===== config.mk =====
export PLATFORM = sky130hd
export DESIGN_NAME = qspi_psram_responder_flat
export DESIGN_NICKNAME = d
export VERILOG_FILES = /design/src/rtl/qspi_pkg.sv /design/src/rtl/qspi_psram_responder_if.sv /design/src/rtl/qspi_sync_edge.sv /design/src/rtl/qspi_psram_responder.sv /design/src/flat_wrapper.sv
export SDC_FILE = /design/constraint.sdc
export NUM_CORES = 1
export LEC_CHECK = 0
export CELL_PAD_IN_SITES_DETAIL_PLACEMENT = 1
export CELL_PAD_IN_SITES_GLOBAL_PLACEMENT = 2
export CORE_UTILIZATION = 35
export DETAILED_ROUTE_END_ITERATION = 10
export PLACE_DENSITY = 0.89
export SLEW_MARGIN = 20
export SYNTH_ARGS = -nofsm -noshare
export SYNTH_HDL_FRONTEND = slang
export SYNTH_SLANG_ARGS = --single-unit

===== constraint.sdc =====
create_clock -name clk -period 4.3 [get_ports clk]
set_input_delay 1.29 -clock clk [delete_from_list [all_inputs] [get_ports clk]]
set_output_delay 1.29 -clock clk [all_outputs]
set_load 0.02 [all_outputs]

===== src/rtl/qspi_pkg.sv =====
// Shared QSPI definitions: command opcodes, responder state encoding and
// opcode classification helpers. Used by the responder and the SoC controller.
package qspi_pkg;

    localparam logic [7:0] OP_QUAD_READ  = 8'hEB;
    localparam logic [7:0] OP_QUAD_WRITE = 8'h38;
    localparam logic [7:0] OP_PAGE_PROG  = 8'h02;

    typedef enum logic [2:0] {
        ST_IDLE   = 3'd0,
        ST_CMD    = 3'd1,
        ST_ADDR   = 3'd2,
        ST_DUMMY  = 3'd3,
        ST_RDATA  = 3'd4,
        ST_WDATA  = 3'd5,
        ST_IGNORE = 3'd6
    } qspi_state_e;

    function automatic logic is_read_op(input logic [7:0] op);
        return op == OP_QUAD_READ;
    endfunction

    function automatic logic is_write_op(input logic [7:0] op);
        return (op == OP_QUAD_WRITE) || (op == OP_PAGE_PROG);
    endfunction

endpackage


===== src/rtl/qspi_psram_responder_if.sv =====
// QSPI pin bundle plus backing-memory port of the PSRAM responder.
//   slave  : responder side (samples QSPI pins / mem_rdata, drives io_* and mem_*)
//   master : initiator + backing memory side
interface qspi_psram_responder_if #(
    parameter int unsigned ADDR_W = 24
) ();

    logic              sclk;
    logic              cs_n;
    logic [3:0]        io_in;
    logic [3:0]        io_out;
    logic [3:0]        io_oe;
    logic [ADDR_W-1:0] mem_addr;
    logic [7:0]        mem_wdata;
    logic              mem_we;
    logic              mem_re;
    logic [7:0]        mem_rdata;

    modport slave (
        input  sclk, cs_n, io_in, mem_rdata,
        output io_out, io_oe, mem_addr, mem_wdata, mem_we, mem_re
    );

    modport master (
        output sclk, cs_n, io_in, mem_rdata,
        input  io_out, io_oe, mem_addr, mem_wdata, mem_we, mem_re
    );

endinterface


===== src/rtl/qspi_sync_edge.sv =====
// Two-flop synchronizers for the QSPI pins and edge detection on the
// synchronized sclk / cs_n.
//   clk, rst         : system clock, async active-high reset
//   sclk, cs_n, io_in: raw QSPI pins (asynchronous to clk)
//   cs_n_s, io_s     : synchronized chip select and data nibble
//   sclk_rise_c      : one-clk pulse on synchronized sclk rising edge
//   sclk_fall_c      : one-clk pulse on synchronized sclk falling edge
//   cs_fall_c        : one-clk pulse on synchronized cs_n falling edge
module qspi_sync_edge (
    input  logic       clk,
    input  logic       rst,
    input  logic       sclk,
    input  logic       cs_n,
    input  logic [3:0] io_in,
    output logic       cs_n_s,
    output logic [3:0] io_s,
    output logic       sclk_rise_c,
    output logic       sclk_fall_c,
    output logic       cs_fall_c
);

    logic       sclk_m;
    logic       sclk_s;
    logic       sclk_q;
    logic       cs_m;
    logic       cs_q;
    logic [3:0] io_m;

    // Synchronizer chains; reset to the bus idle levels.
    always_ff @(posedge clk or posedge rst) begin
        if (rst) begin
            sclk_m <= 1'b0;
            sclk_s <= 1'b0;
            sclk_q <= 1'b0;
            cs_m   <= 1'b1;
            cs_n_s <= 1'b1;
            cs_q   <= 1'b1;
            io_m   <= 4'h0;
            io_s   <= 4'h0;
        end else begin
            sclk_m <= sclk;
            sclk_s <= sclk_m;
            sclk_q <= sclk_s;
            cs_m   <= cs_n;
            cs_n_s <= cs_m;
            cs_q   <= cs_n_s;
            io_m   <= io_in;
            io_s   <= io_m;
        end
    end

    assign sclk_rise_c = sclk_s & ~sclk_q;
    assign sclk_fall_c = ~sclk_s & sclk_q;
    assign cs_fall_c   = ~cs_n_s & cs_q;

endmodule


===== src/rtl/qspi_psram_responder.sv =====
// Quad-SPI PSRAM responder: decodes quad read (EB) and quad write (38/02)
// transactions from an external initiator and turns them into byte accesses
// on an external backing memory.
//   clk, rst : system clock (>= 4x sclk), async active-high reset
//   bus      : QSPI pins (sclk, cs_n, io_in, io_out, io_oe) and memory port
//              (mem_addr, mem_wdata, mem_we, mem_re, mem_rdata; rdata valid
//              one clk after mem_re)
module qspi_psram_responder
    import qspi_pkg::*;
#(
    parameter int unsigned ADDR_W       = 24,
    parameter int unsigned DUMMY_CYCLES = 6
) (
    input  logic                   clk,
    input  logic                   rst,
    qspi_psram_responder_if.slave  bus
);

    localparam int unsigned CNT_W = 8;
    localparam logic [CNT_W-1:0] DUMMY_LAST =
        CNT_W'((DUMMY_CYCLES == 0) ? 0 : DUMMY_CYCLES - 1);

    logic              cs_n_s;
    logic [3:0]        io_s;
    logic              sclk_rise_c;
    logic              sclk_fall_c;
    logic              cs_fall_c;

    qspi_state_e       state;
    logic [CNT_W-1:0]  nib_cnt;
    logic [3:0]        cmd_hi;
    logic [19:0]       addr_sh;
    logic [23:0]       addr_full_c;
    logic              is_read;
    logic              half;
    logic [3:0]        wr_hi;
    logic              rd_pend;
    logic [7:0]        tx;

    logic [3:0]        io_out;
    logic [3:0]        io_oe;
    logic [ADDR_W-1:0] mem_addr;
    logic [7:0]        mem_wdata;
    logic              mem_we;
    logic              mem_re;

    qspi_sync_edge u_sync (
        .clk         (clk),
        .rst         (rst),
        .sclk        (bus.sclk),
        .cs_n        (bus.cs_n),
        .io_in       (bus.io_in),
        .cs_n_s      (cs_n_s),
        .io_s        (io_s),
        .sclk_rise_c (sclk_rise_c),
        .sclk_fall_c (sclk_fall_c),
        .cs_fall_c   (cs_fall_c)
    );

    // Full 24-bit address as it stands after the current nibble.
    assign addr_full_c = {addr_sh, io_s};

    // Transaction FSM with registered pin and memory outputs.
    always_ff @(posedge clk or posedge rst) begin
        if (rst) begin
            state     <= ST_IDLE;
            nib_cnt   <= '0;
            cmd_hi    <= 4'h0;
            addr_sh   <= '0;
            is_read   <= 1'b0;
            half      <= 1'b0;
            wr_hi     <= 4'h0;
            rd_pend   <= 1'b0;
            tx        <= 8'h00;
            io_out    <= 4'h0;
            io_oe     <= 4'h0;
            mem_addr  <= '0;
            mem_wdata <= 8'h00;
            mem_we    <= 1'b0;
            mem_re    <= 1'b0;
        end else begin
            mem_we  <= 1'b0;
            mem_re  <= 1'b0;
            // Read data arrives one clk after the mem_re pulse.
            rd_pend <= mem_re;
            if (rd_pend) begin
                tx <= bus.mem_rdata;
            end
            // Post-write increment keeps mem_addr stable during the mem_we pulse.
            if (mem_we) begin
                mem_addr <= mem_addr + ADDR_W'(1);
            end

            if (cs_n_s) begin
                state   <= ST_IDLE;
                io_oe   <= 4'h0;
                nib_cnt <= '0;
                half    <= 1'b0;
            end else begin
                case (state)
                    ST_IDLE: begin
                        if (cs_fall_c) begin
                            state   <= ST_CMD;
                            nib_cnt <= '0;
                            half    <= 1'b0;
                        end
                    end

                    ST_CMD: begin
                        if (sclk_rise_c) begin
                            cmd_hi  <= io_s;
                            nib_cnt <= nib_cnt + CNT_W'(1);
                            if (nib_cnt == CNT_W'(1)) begin
                                nib_cnt <= '0;
                                if (is_read_op({cmd_hi, io_s})) begin
                                    is_read <= 1'b1;
                                    state   <= ST_ADDR;
                                end else if (is_write_op({cmd_hi, io_s})) begin
                                    is_read <= 1'b0;
                                    state   <= ST_ADDR;
                                end else begin
                                    state   <= ST_IGNORE;
                                end
                            end
                        end
                    end

                    ST_ADDR: begin
                        if (sclk_rise_c) begin
                            addr_sh <= addr_full_c[19:0];
                            nib_cnt <= nib_cnt + CNT_W'(1);
                            if (nib_cnt == CNT_W'(5)) begin
                                nib_cnt  <= '0;
                                mem_addr <= ADDR_W'(addr_full_c);
                                if (is_read) begin
                                    mem_re <= 1'b1;
                                    if (DUMMY_CYCLES == 0) begin
                                        state <= ST_RDATA;
                                        io_oe <= 4'hF;
                                        half  <= 1'b0;
                                    end else begin
                                        state <= ST_DUMMY;
                                    end
                                end else begin
                                    state <= ST_WDATA;
                                    half  <= 1'b0;
                                end
                            end
                        end
                    end

                    ST_DUMMY: begin
                        if (sclk_rise_c) begin
                            nib_cnt <= nib_cnt + CNT_W'(1);
                            if (nib_cnt == DUMMY_LAST) begin
                                nib_cnt <= '0;
                                state   <= ST_RDATA;
                                io_oe   <= 4'hF;
                                half    <= 1'b0;
                            end
                        end
                    end

                    ST_RDATA: begin
                        io_oe <= 4'hF;
                        if (sclk_fall_c) begin
                            if (!half) begin
                                io_out <= tx[7:4];
                                half   <= 1'b1;
                            end else begin
                                // Prefetch the next byte while the low nibble is on the bus.
                                io_out   <= tx[3:0];
                                half     <= 1'b0;
                                mem_addr <= mem_addr + ADDR_W'(1);
                                mem_re   <= 1'b1;
                            end
                        end
                    end

                    ST_WDATA: begin
                        if (sclk_rise_c) begin
                            if (!half) begin
                                wr_hi <= io_s;
                                half  <= 1'b1;
                            end else begin
                                mem_wdata <= {wr_hi, io_s};
                                mem_we    <= 1'b1;
                                half      <= 1'b0;
                            end
                        end
                    end

                    ST_IGNORE: begin
                        io_oe <= 4'h0;
                    end

                    default: begin
                        state <= ST_IDLE;
                        io_oe <= 4'h0;
                    end
                endcase
            end
        end
    end

    assign bus.io_out    = io_out;
    assign bus.io_oe     = io_oe;
    assign bus.mem_addr  = mem_addr;
    assign bus.mem_wdata = mem_wdata;
    assign bus.mem_we    = mem_we;
    assign bus.mem_re    = mem_re;

endmodule


===== src/flat_wrapper.sv =====
// flat-port wrapper written by rule: the top's interface ports become plain ports
module qspi_psram_responder_flat import qspi_pkg::*;
#(
    parameter int unsigned ADDR_W       = 24,
    parameter int unsigned DUMMY_CYCLES = 6
)
  (clk, rst, bus_sclk, bus_cs_n, bus_io_in, bus_mem_rdata, bus_io_out, bus_io_oe, bus_mem_addr, bus_mem_wdata, bus_mem_we, bus_mem_re);
  qspi_psram_responder_if #(.ADDR_W(ADDR_W)) bus_i ();
  input  logic clk;
  input  logic rst;
  input wire logic [$bits(bus_i.sclk)-1:0] bus_sclk;
  input wire logic [$bits(bus_i.cs_n)-1:0] bus_cs_n;
  input wire logic [$bits(bus_i.io_in)-1:0] bus_io_in;
  input wire logic [$bits(bus_i.mem_rdata)-1:0] bus_mem_rdata;
  output wire logic [$bits(bus_i.io_out)-1:0] bus_io_out;
  output wire logic [$bits(bus_i.io_oe)-1:0] bus_io_oe;
  output wire logic [$bits(bus_i.mem_addr)-1:0] bus_mem_addr;
  output wire logic [$bits(bus_i.mem_wdata)-1:0] bus_mem_wdata;
  output wire logic [$bits(bus_i.mem_we)-1:0] bus_mem_we;
  output wire logic [$bits(bus_i.mem_re)-1:0] bus_mem_re;
  assign bus_i.sclk = bus_sclk;
  assign bus_i.cs_n = bus_cs_n;
  assign bus_i.io_in = bus_io_in;
  assign bus_i.mem_rdata = bus_mem_rdata;
  assign bus_io_out = bus_i.io_out;
  assign bus_io_oe = bus_i.io_oe;
  assign bus_mem_addr = bus_i.mem_addr;
  assign bus_mem_wdata = bus_i.mem_wdata;
  assign bus_mem_we = bus_i.mem_we;
  assign bus_mem_re = bus_i.mem_re;
  qspi_psram_responder #(.ADDR_W(ADDR_W), .DUMMY_CYCLES(DUMMY_CYCLES)) u_core (.clk(clk), .rst(rst), .bus(bus_i));
endmodule

==> summary.md, run 1 <==
| Metric | Value |
|---|---|
| Worst Tran Pin Value | 880.6 ps |
| Core ar. | ~14000 um2 |
| Fraction of registers with async set/reset | 100.0% |
| Detailed Route Iter0 Violations | roughly 280 |
| Number of buffers added on ports | 57 |
| Wirelength per Cell | between 15 and 20 um |
| Die W | 122.5 um |
| Largest net degree at the start of global routing | 48 |
| Pint | 1743 uW |
| Register area share after synthesis | 50.80% |
| Setup Skew | roughly 10 ps |
| Via count | approximately 4100 |
| CTS max path bufs | 2 |
| Final setup viols | 0 |
| Syn Std Cell Area | around 5000 um2 |
| Maximum clock rate | approximately 0.31 GHz |
| RSZ-0062 raised after global routing | no |
| Largest area contributor in the netlist | dfrtp_1 |
| Drt pass-1 iters | 4 |
| Crit-path cells | clkdlybuf4s50_1 |
| Place WS | roughly 1400 ps |
| Vias per cell | approximately 5.7 |
| # IOs | 58 |
| Static Leak | around 0.0026 uW |
| GRT Total Usage | 20.17% |
| Row Count | 43 |
| CP max stage delay | about 850 ps |
| Global route overflow | 0 |
| CP max-delay cell | dfrtp_1 |
| Setup CP Type | flop to primary output |
| Syn-to-layout area delta | 19.35% |
| Outcome | finished, final reports clean |
| Ys flop type | dfrtp_1 |
| Setup crit start kind | flop |
| Comb pwr share | 18.0% |
| Fin crit share | 76.02% |
| Ant diodes | 0 |
| CP top delay family | flip-flops |
| Max-slew headroom | around two fifths |
| Vias in the first global route | about 4300 |
| Num CTS Buffers | 9 |
| P_sw | approximately 770 uW |
| CP Capture Type | primary output |
| Post-synth top cells | 100 x dfrtp_1, 87 x nand2_1, 26 x mux2_2 |
| Fin. max-slew vios | 0 |
| Skew-Pair Late Insertion Delay | 350 ps |
| Mapped Cells | between 500 and 600 |
| CTS root buf | clkbuf_16 |
| Share of the synthesized area in the top cell type | 49.25% |
| # H-tree levels | 3 |
| Post-cts resize count | 0 |
| Peak supply drop | 223.1 uV |
| Post-layout nets | 561 |
| Die area | approximately 15000 um2 |
| Clock-pin slew on the worst setup and hold paths | about 70 ps |
| Synthesized Nets | 520 |
| Clock share of power | 33.6% |
| R2r setup slk | between 1000 and 1500 ps |
| Drt drc | 0 |
| RePlAce Congestion | ~0.86 |
| Hold Crit Class | flop to flop |
| Count leader, synth | dfrtp_1 |
| Flops & latches, synth | slightly above 100 |
| WL final | 14080 um |
| Pwr Density | a little over 400 nW/um2 |
| Remaining antenna violation count | 0 |
| Worst Path Max Fanout | 21 |
| Layout cells sized above 1 | ~11% |
| Count of cell types in the netlist | between 70 and 80 |
| Final hold vios | 0 |
| Largest cells by area after synthesis | dfrtp_1 49%, nand2_1 6.4%, mux2_2 5.8%, nand3_1 2.1%, o21ai_0 1.9% |
| TritonCTS clock tree | built |
| Number of synthesized flops with an enable pin | 0 |
| Initial Utilization | 36.18% |
| CP arrival | roughly 2000 ps |
| Initial antenna violation count | 0 |
| Clk sinks | a little over 100 |
| Avg Inst Size Synth | 10.14 um2 |
| Switching share of power | 30.52% |
| Final min period | 3269 ps |
| Setup Buffers After CTS | 0 |
| Setup TNS | 0 ps |
| Dpl hpwl | slightly below 10000 um |
| Sequential share of power | between 40% and 50% |
| Die height | 122.5 um |
| Buf/Inv on CP | 1 |
| MaxCap Viol Count | 0 |
| Setup WS post-layout | 1031 ps |
| Critical Path RT | 3010 ps |
| Hold buffer count at CTS | 0 |
| Yosys Warn Count | 0 |
| First-pass GRT wire length | 23080 um |
==> cell type report <==
cell class | instances | area (um2)
tap | 180 | 225.2
inverter | 16 | 62.56
clock inverter | 4 | 53.80
multi-input combinational | 352 | 2302
sequential | 103 | 2581
timing repair buffer | 60 | 593.1
fill | 1552 | 7978
clock buffer | 12 | 246.5
==> path summary, 6_finish.rpt <==
check,from,cells after the start,end
hold / removal,u_core.u_sync.io_m[1],0,u_core.u_sync.io_s[1]
hold reg to reg,u_core.u_sync.io_m[1],0,u_core.u_sync.io_s[1]
max in group asynchronous,rst,3,u_core.bus.mem_wdata[3]
setup / recovery,u_core.bus.mem_we,1,bus_mem_we
setup reg to reg,u_core.state[0],5,u_core.bus.mem_addr[18]
min in group asynchronous,rst,2,u_core.nib_cnt[6]
==> sequential cells by signal, indices dropped and copies added, names as in the netlist, 3 cells and up <==
register              count
u_core.nib_cnt            8
u_core.bus.io_out         4
u_core.addr_sh           20
u_core.bus.mem_addr      24
u_core.wr_hi              4
u_core.tx                 8
u_core.u_sync.io_m        4
u_core.u_sync.io_s        4
u_core.cmd_hi             4
u_core.state              3
u_core.bus.mem_wdata      8
==> metrics by stage <==
step                      hold WS (ps)  util [%]  area (um2)  total power [uW]  std cells
after floorplan                  331.2         -        5081              1525        501
after global placement           331.8     41.05        5764              1650        711
after detailed placement         335.6     41.05        5764              1678        711
after CTS                        350.7     43.19        6065              2530        727
after global routing             366.9     43.19        6065              2632        727
final                            348.8     43.19        6065              2508        727
==> power by group through the flow <==
stage | logic (uW) | registers (uW) | clock network, uW
floorplan | 357 | 1170 | 0
global placement | 431 | 1220 | 0
detailed placement | 451 | 1230 | 0
CTS | 455 | 1210 | 865
global route | 497 | 1230 | 903
finish | 453 | 1210 | 843
==> routing by layer <==
| metal | wire [um] | track usage, % | up-vias |
|---|---|---|---|
| met5 | 0 | 0 | - |
| met4 | 257 | 8.155 | 0 |
| met3 | 514 | 3.067 | 18 |
| met2 | 6666 | 32.79 | 92 |
| met1 | 6641 | 26.83 | 2112 |
| li1 | - | - | 1920 |
==> kinds of logic after synthesis <==
kind of cell               Yosys count  share of synthesized area [%]
AOI/OAI and AO/OA                  116                          16.99
xor gates and xnor gates            11                          1.896
adders and majority gates            3                         0.7388
buffers and inverters               46                          3.891
DFF                                103                          50.80
muxes                               31                          6.747
and+or+nand+nor                    191                          18.94
==> layout by cell type, fill, tap and decap left out, drive strengths merged, types with 5 or more instances in the layout <==
cell type	instances
inv	17
clkbuf	12
clkdlybuf4s50	57
a21oi	13
nor3	12
xnor2	5
a22o	5
nor2	16
a32o	9
a22oi	7
mux2	26
o21ai	22
mux2i	5
and3	8
nand2	87
nor4	5
o211ai	8
or4	5
nand3	21
nand4	8
nand2b	6
o22ai	12
dfrtp	100
xor2	6
Note: power is estimated with default switching activity, not from simulation.
==> inputs of run 2 (changes only) <==
- clock period: 4.3 -> 3.43 ns (I/O delays scaled with it)
==> summary.md, run 2 (synthesis gave the netlist of run 1 again) <==
| Metric | Value |
|---|---|
| Critical Path RT | 3670 ps (was 3010 ps) |
| Drt pass-1 iters | 5 (was 4) |
| Layout cells sized above 1 | 12.30% (was 10.97%) |
| Wirelength per Cell | 19.16 um (was 19.37 um) |
| Core ar. | 14040 um2 (unchanged) |
| Num CTS Buffers | 9 (unchanged) |
| Via count | 4180 (was 4142) |
| Footprint of the multi-input gates | 2302 um2 (unchanged) |
| Maximum clock rate | 0.3595 GHz |
| # H-tree levels | 3 (unchanged) |
| Vias per cell | 5.703 (was 5.697) |
| Post-layout nets | 567 (was 561) |
| Largest regs | u_core.bus.mem_addr: 24 flops, u_core.addr_sh: 20 flops (unchanged) |
| Setup CP Type | flop to flop (was flop to primary output) |
| Peak supply drop | 332.5 uV (was 223.1 uV) |
| Global route overflow | 0 (unchanged) |
| Dpl hpwl | 10190 um (was 9902 um) |
| Setup WS post-layout | 648.0 ps (was 1031 ps) |
| Vias in the first global route | 4418 (was 4316) |
| CP arrival | 3020 ps (was 1980 ps) |
| Die W | 122.5 um (unchanged) |
| First-pass GRT wire length | 23330 um (was 23080 um) |
| CP Capture Type | flop (was primary output) |
| Hold buffer count at CTS | 0 (unchanged) |
| Syn-to-layout area delta | 20.29% (was 19.35%) |
| Pwr Density | 506.4 nW/um2 (was 413.5 nW/um2) |
| Final hold vios | 0 (unchanged) |
| CTS max path bufs | 2 (unchanged) |
| Setup TNS | 0 ps (unchanged) |
| Reg area | 2581 um2 (unchanged) |
| Max reg flops | 24 (unchanged) |
| Die height | 122.5 um (unchanged) |
| Place WS | 684.0 ps (was 1394 ps) |
| MaxCap Viol Count | 0 (unchanged) |
| Largest Register | u_core.bus.mem_addr (unchanged) |
| Final min period | roughly 2800 ps |
| GRT Total Usage | 20.37% (was 20.17%) |
| RePlAce Congestion | 0.9059 (was 0.8589) |
| Largest net degree at the start of global routing | 52 (was 48) |
| Detailed Route Iter0 Violations | 395 (was 279) |
| # IOs | 58 (unchanged) |
| Clk sinks | 103 (unchanged) |
| Fin. max-slew vios | 0 (unchanged) |
| Static Leak | 0.002600 uW (was 0.002567 uW) |
| Initial antenna violation count | 0 (unchanged) |
| Number of buffers added on ports | 57 (unchanged) |
| Ant diodes | 0 (unchanged) |
| Die area | 15000 um2 (unchanged) |
| Setup Skew | 8.203 ps (was 10.43 ps) |
| WL final | 14040 um (was 14080 um) |
| Fillers | 1548 (was 1552) |
| Setup Buffers After CTS | 0 (unchanged) |
| RSZ-0062 raised after global routing | no (unchanged) |
| Clock-pin slew on the worst setup and hold paths | 70 ps (about the same) |
| Outcome | finished, final reports clean (unchanged) |
| Skew-Pair Late Insertion Delay | 350 ps (about the same) |
| Post-cts resize count | 0 (unchanged) |
| Leading cell type in the layout, fill and taps excluded | dfrtp_1 (unchanged) |
| Initial Utilization | 36.18% (unchanged) |
| Worst Tran Pin Value | 849.1 ps (was 880.6 ps) |
| Fin crit share | 81.11% |
| Max-slew headroom | 43.39% (was 41.08%) |
| Most frequent cells in the layout | 100 x dfrtp_1, 87 x nand2_1, 57 x clkdlybuf4s50_1, 26 x mux2_2, 21 x nand3_1 (unchanged) |
| Final setup viols | 0 (unchanged) |
| Row Count | 43 (unchanged) |
| Setup crit start kind | flop (unchanged) |
| Remaining antenna violation count | 0 (unchanged) |
| TritonCTS clock tree | built (unchanged) |
| Hold Crit Class | flop to flop (unchanged) |
| Drt drc | 0 (unchanged) |
| CTS root buf | clkbuf_16 (unchanged) |
| Worst Path Max Fanout | 17 (was 21) |
==> run 2: cell count changes in the layout (fill, tap and decap cells not counted) <==
| cell | previous run | this run |
|---|---|---|
| inv_6 | 1 | 3 |
| bufinv_16 | 1 | 0 |
| buf_12 | 0 | 1 |
| clkinv_2 | 0 | 1 |
| inv_4 | 1 | 0 |
| clkbuf_1 | 2 | 0 |
| buf_4 | 3 | 8 |
| inv_8 | 0 | 1 |
==> run 2: report_power, final <==
part	leakage [uW]	internal, uW	switching, uW	total (uW)
Combinational	0.00107	255	311	567
Sequential	0.00139	1340	181	1520
Clock	0.000142	524	481	1000
Total	0.00260	2120	972	3100
==> run 2: per-stage QoR <==
| step | hold slack [ps] | utilization (%) | instance area (um2) | power, uW | instances |
|---|---|---|---|---|---|
| final | 352.3 | 43.53 | 6112 | 3095 | 733 |
| after global routing | 356.6 | 43.53 | 6112 | 3257 | 733 |
| after CTS | 353.4 | 43.53 | 6112 | 3133 | 733 |
| after detailed placement | 341.9 | 41.47 | 5823 | 2111 | 717 |
| after global placement | 334.0 | 41.47 | 5823 | 2074 | 717 |
| after floorplan | 331.2 | - | 5085 | 1912 | 501 |
==> run 2: layout make-up <==
type | count | area share, %
timing repair buffer | 66 | 10.64
clock buffer | 10 | 3.910
multi-input combinational | 352 | 37.67
inverter | 16 | 1.044
clock inverter | 6 | 0.8188
sequential | 103 | 42.23
tap | 180 | 3.685
==> run 2: path summary, 6_finish.rpt <==
check	slack, ps	depth (start not counted)	endpoint	from
worst max-delay path	650	6	u_core.bus.mem_addr[9]	u_core.state[1]
worst min-delay path	350	0	u_core.u_sync.io_s[3]	u_core.u_sync.io_m[3]
worst max register to register	650	6	u_core.bus.mem_addr[9]	u_core.state[1]
worst min register to register	350	0	u_core.u_sync.io_s[3]	u_core.u_sync.io_m[3]
max in group asynchronous	1730	3	u_core.cmd_hi[3]	rst
min in group asynchronous	1070	2	u_core.nib_cnt[4]	rst
==> run 2: worst max-delay path, cell delays in order (launching register included) <==
cell and delay [ps]:
dfrtp_1 580, or4b_1 760, nor3_4 310, o21a_1 370, buf_4 250, o211ai_1 100, a32o_1 290
==> run 2: layer usage <==
| layer | GRT usage, % | wire [um] | up-vias |
|---|---|---|---|
| met4 | 6.326 | 176 | 0 |
| met2 | 33.46 | 7091 | 100 |
| li1 | - | - | 1940 |
| met1 | 26.30 | 6222 | 2126 |
| met5 | 0 | 0 | - |
| met3 | 5.065 | 554 | 14 |
==> inputs of run 3 (changes only) <==
- CORE_UTILIZATION: 35 -> 33
- PLACE_DENSITY: 0.89 -> 0.88
- clock period: 3.43 -> 2.5 ns (I/O delays scaled with it)
==> summary.md, run 3 (synthesis gave the netlist of run 1 again) <==
| Metric | Value |
|---|---|
| Fin. max-slew vios | 0 (unchanged) |
| Global route overflow | 0 (unchanged) |
| RePlAce Congestion | 0.8986 (was 0.9059) |
| Skew-Pair Late Insertion Delay | 350 ps (about the same) |
| Max-slew headroom | 55.98% (was 43.39%) |
| # H-tree levels | 3 (unchanged) |
| Pwr Density | 697.5 nW/um2 (was 506.4 nW/um2) |
| Worst Tran Pin Value | 643.6 ps (was 849.1 ps) |
| Syn-to-layout area delta | 24.38% (was 20.29%) |
| Pint | 3075 uW (was 2123 uW) |
| Maximum clock rate | 0.4119 GHz (was 0.3595 GHz) |
| Outcome | finished, final reports clean (unchanged) |
| Layout cells sized above 1 | 15.36% (was 12.30%) |
| CP arrival | 2660 ps (was 3020 ps) |
| Setup Buffers After CTS | 0 (unchanged) |
| Comb pwr share | 20.2% (was 18.3%) |
| Vias per cell | 5.688 (was 5.703) |
| Hold WS | 349.8 ps (was 352.3 ps) |
| Hold buffer count at CTS | 0 (unchanged) |
| CP Capture Type | flop (unchanged) |
| Post-layout nets | 587 (was 567) |
| Most frequent cells in the layout | 100 x dfrtp_1, 87 x nand2_1, 57 x clkdlybuf4s50_1, 26 x mux2_2, 26 x buf_4 (was 100 x dfrtp_1, 87 x nand2_1, 57 x clkdlybuf4s50_1, 26 x mux2_2, 21 x nand3_1) |
| P_sw | 1333 uW (was 972.3 uW) |
| Setup TNS | 0 ps (unchanged) |
| Detailed Route Iter0 Violations | 323 (was 395) |
| Vias in the first global route | 4536 (was 4418) |
| Worst Path Max Fanout | 6 (was 17) |
| Ant diodes | 0 (unchanged) |
| Critical Path RT | 2740 ps (was 3670 ps) |
| Leading cell type in the layout, fill and taps excluded | dfrtp_1 (unchanged) |
| First-pass GRT wire length | 24630 um (was 23330 um) |
| Via count | 4306 (was 4180) |
| Die W | 126.1 um (was 122.5 um) |
| Row Count | 44 (was 43) |
| Number of buffers added on ports | 57 (unchanged) |
| Largest Register | u_core.bus.mem_addr (unchanged) |
| Setup Skew | 6.580 ps (was 8.203 ps) |
| Initial antenna violation count | 0 (unchanged) |
| Setup crit start kind | flop (unchanged) |
| Peak supply drop | 398.9 uV (was 332.5 uV) |
| GRT Total Usage | 19.68% (was 20.37%) |
| Die area | 15900 um2 (was 15000 um2) |
| Initial Utilization | 34.44% (was 36.18%) |
| Final hold vios | 0 (unchanged) |
| Switching share of power | 30.24% (was 31.41%) |
| Core ar. | 14750 um2 (was 14040 um2) |
| Wirelength per Cell | 19.26 um (was 19.16 um) |
| WL final | 14580 um (was 14040 um) |
| TritonCTS clock tree | built (unchanged) |
| Dpl hpwl | 10530 um (was 10190 um) |
| Drt pass-1 iters | 5 (unchanged) |
| Clock-pin slew on the worst setup and hold paths | 70 ps (about the same) |
| Static Leak | 0.002719 uW (was 0.002600 uW) |
| Post-cts resize count | 0 (unchanged) |
| Hold Crit Class | flop to flop (unchanged) |
| Max reg flops | 24 (unchanged) |
| Largest net degree at the start of global routing | 31 (was 52) |
| CTS root buf | clkbuf_16 (unchanged) |
| Drt drc | 0 (unchanged) |
| Clock share of power | 33.7% (was 32.5%) |
| Num CTS Buffers | 9 (unchanged) |
| Remaining antenna violation count | 0 (unchanged) |
| # IOs | 58 (unchanged) |
| MaxCap Viol Count | 0 (unchanged) |
| Final setup viols | 0 (unchanged) |
| RSZ-0062 raised after global routing | no (unchanged) |
| Largest regs | u_core.bus.mem_addr: 24 flops, u_core.addr_sh: 20 flops (unchanged) |
| CTS max path bufs | 2 (unchanged) |
| Die height | 126.1 um (was 122.5 um) |
| Fin crit share | 97.11% (was 81.11%) |
| Fillers | 1672 (was 1548) |
| Clk sinks | 103 (unchanged) |
| Final min period | 2428 ps (was 2782 ps) |
| Sequential share of power | 46.1% (was 49.2%) |
| Setup CP Type | flop to flop (unchanged) |
[run 3: metrics by stage]
stage / cells / total power, uW / setup WS, ps / area, um2 / utilization [%]
final: 757 / 4408 / 72.13 / 6320 / 42.83
after global routing: 757 / 4644 / 32.97 / 6320 / 42.83
after CTS: 757 / 4459 / 78.95 / 6320 / 42.83
after detailed placement: 741 / 2952 / 144.9 / 6003 / 40.69
after global placement: 741 / 2902 / 196.0 / 6003 / 40.69
after floorplan: 501 / 2623 / 147.1 / 5085 / -
[run 3: power groups by stage]
| stage | logic [uW] | clock network, uW | registers, uW |
|---|---|---|---|
| 2_1_floorplan | 615 | 0 | 2010 |
| 3_3_place_gp | 857 | 0 | 2040 |
| 3_5_place_dp | 895 | 0 | 2060 |
| 4_1_cts | 900 | 1530 | 2030 |
| 5_1_grt | 986 | 1590 | 2060 |
| 6_report | 891 | 1490 | 2030 |
[run 3: cell type report]
type	count	area (um2)	share of cell area [%]
flip-flops and latches	103	2581	40.84
multi-input cells	352	2302	36.43
repair buffers	86	825.8	13.07
clock buffers	11	252.7	3.999
well taps	184	230.2	3.643
clock inverters	5	63.81	1.010
inverters	16	63.81	1.010
[run 3: routing by layer]
layer	track usage (%)	wire [um]	up-vias
met3	4.376	619	27
met2	32.53	6988	128
met5	0	0	-
met1	25.42	6614	2176
met4	6.804	361	0
li1	-	-	1975
[run 3: worst max-delay path, cell delays in order, from the launching register on]
cell     delay [ps]
dfrtp_1         480
nand4_1         260
or4_1           660
nor3_1          260
mux2_2          360
a221o_1         280
[run 3: worst paths after layout]
check | startpoint | to | slack [ps] | cells past startpoint
hold / removal | u_core.u_sync.io_m[0] | u_core.u_sync.io_s[0] | 350 | 0
setup / recovery | u_core.bus.mem_addr[7] | u_core.bus.mem_addr[23] | 70 | 5
max in group asynchronous | rst | u_core.u_sync.cs_q | 1070 | 3
min in group asynchronous | rst | u_core.addr_sh[14] | 830 | 2
setup reg to reg | u_core.bus.mem_addr[7] | u_core.bus.mem_addr[23] | 70 | 5
hold reg to reg | u_core.u_sync.io_m[0] | u_core.u_sync.io_s[0] | 350 | 0
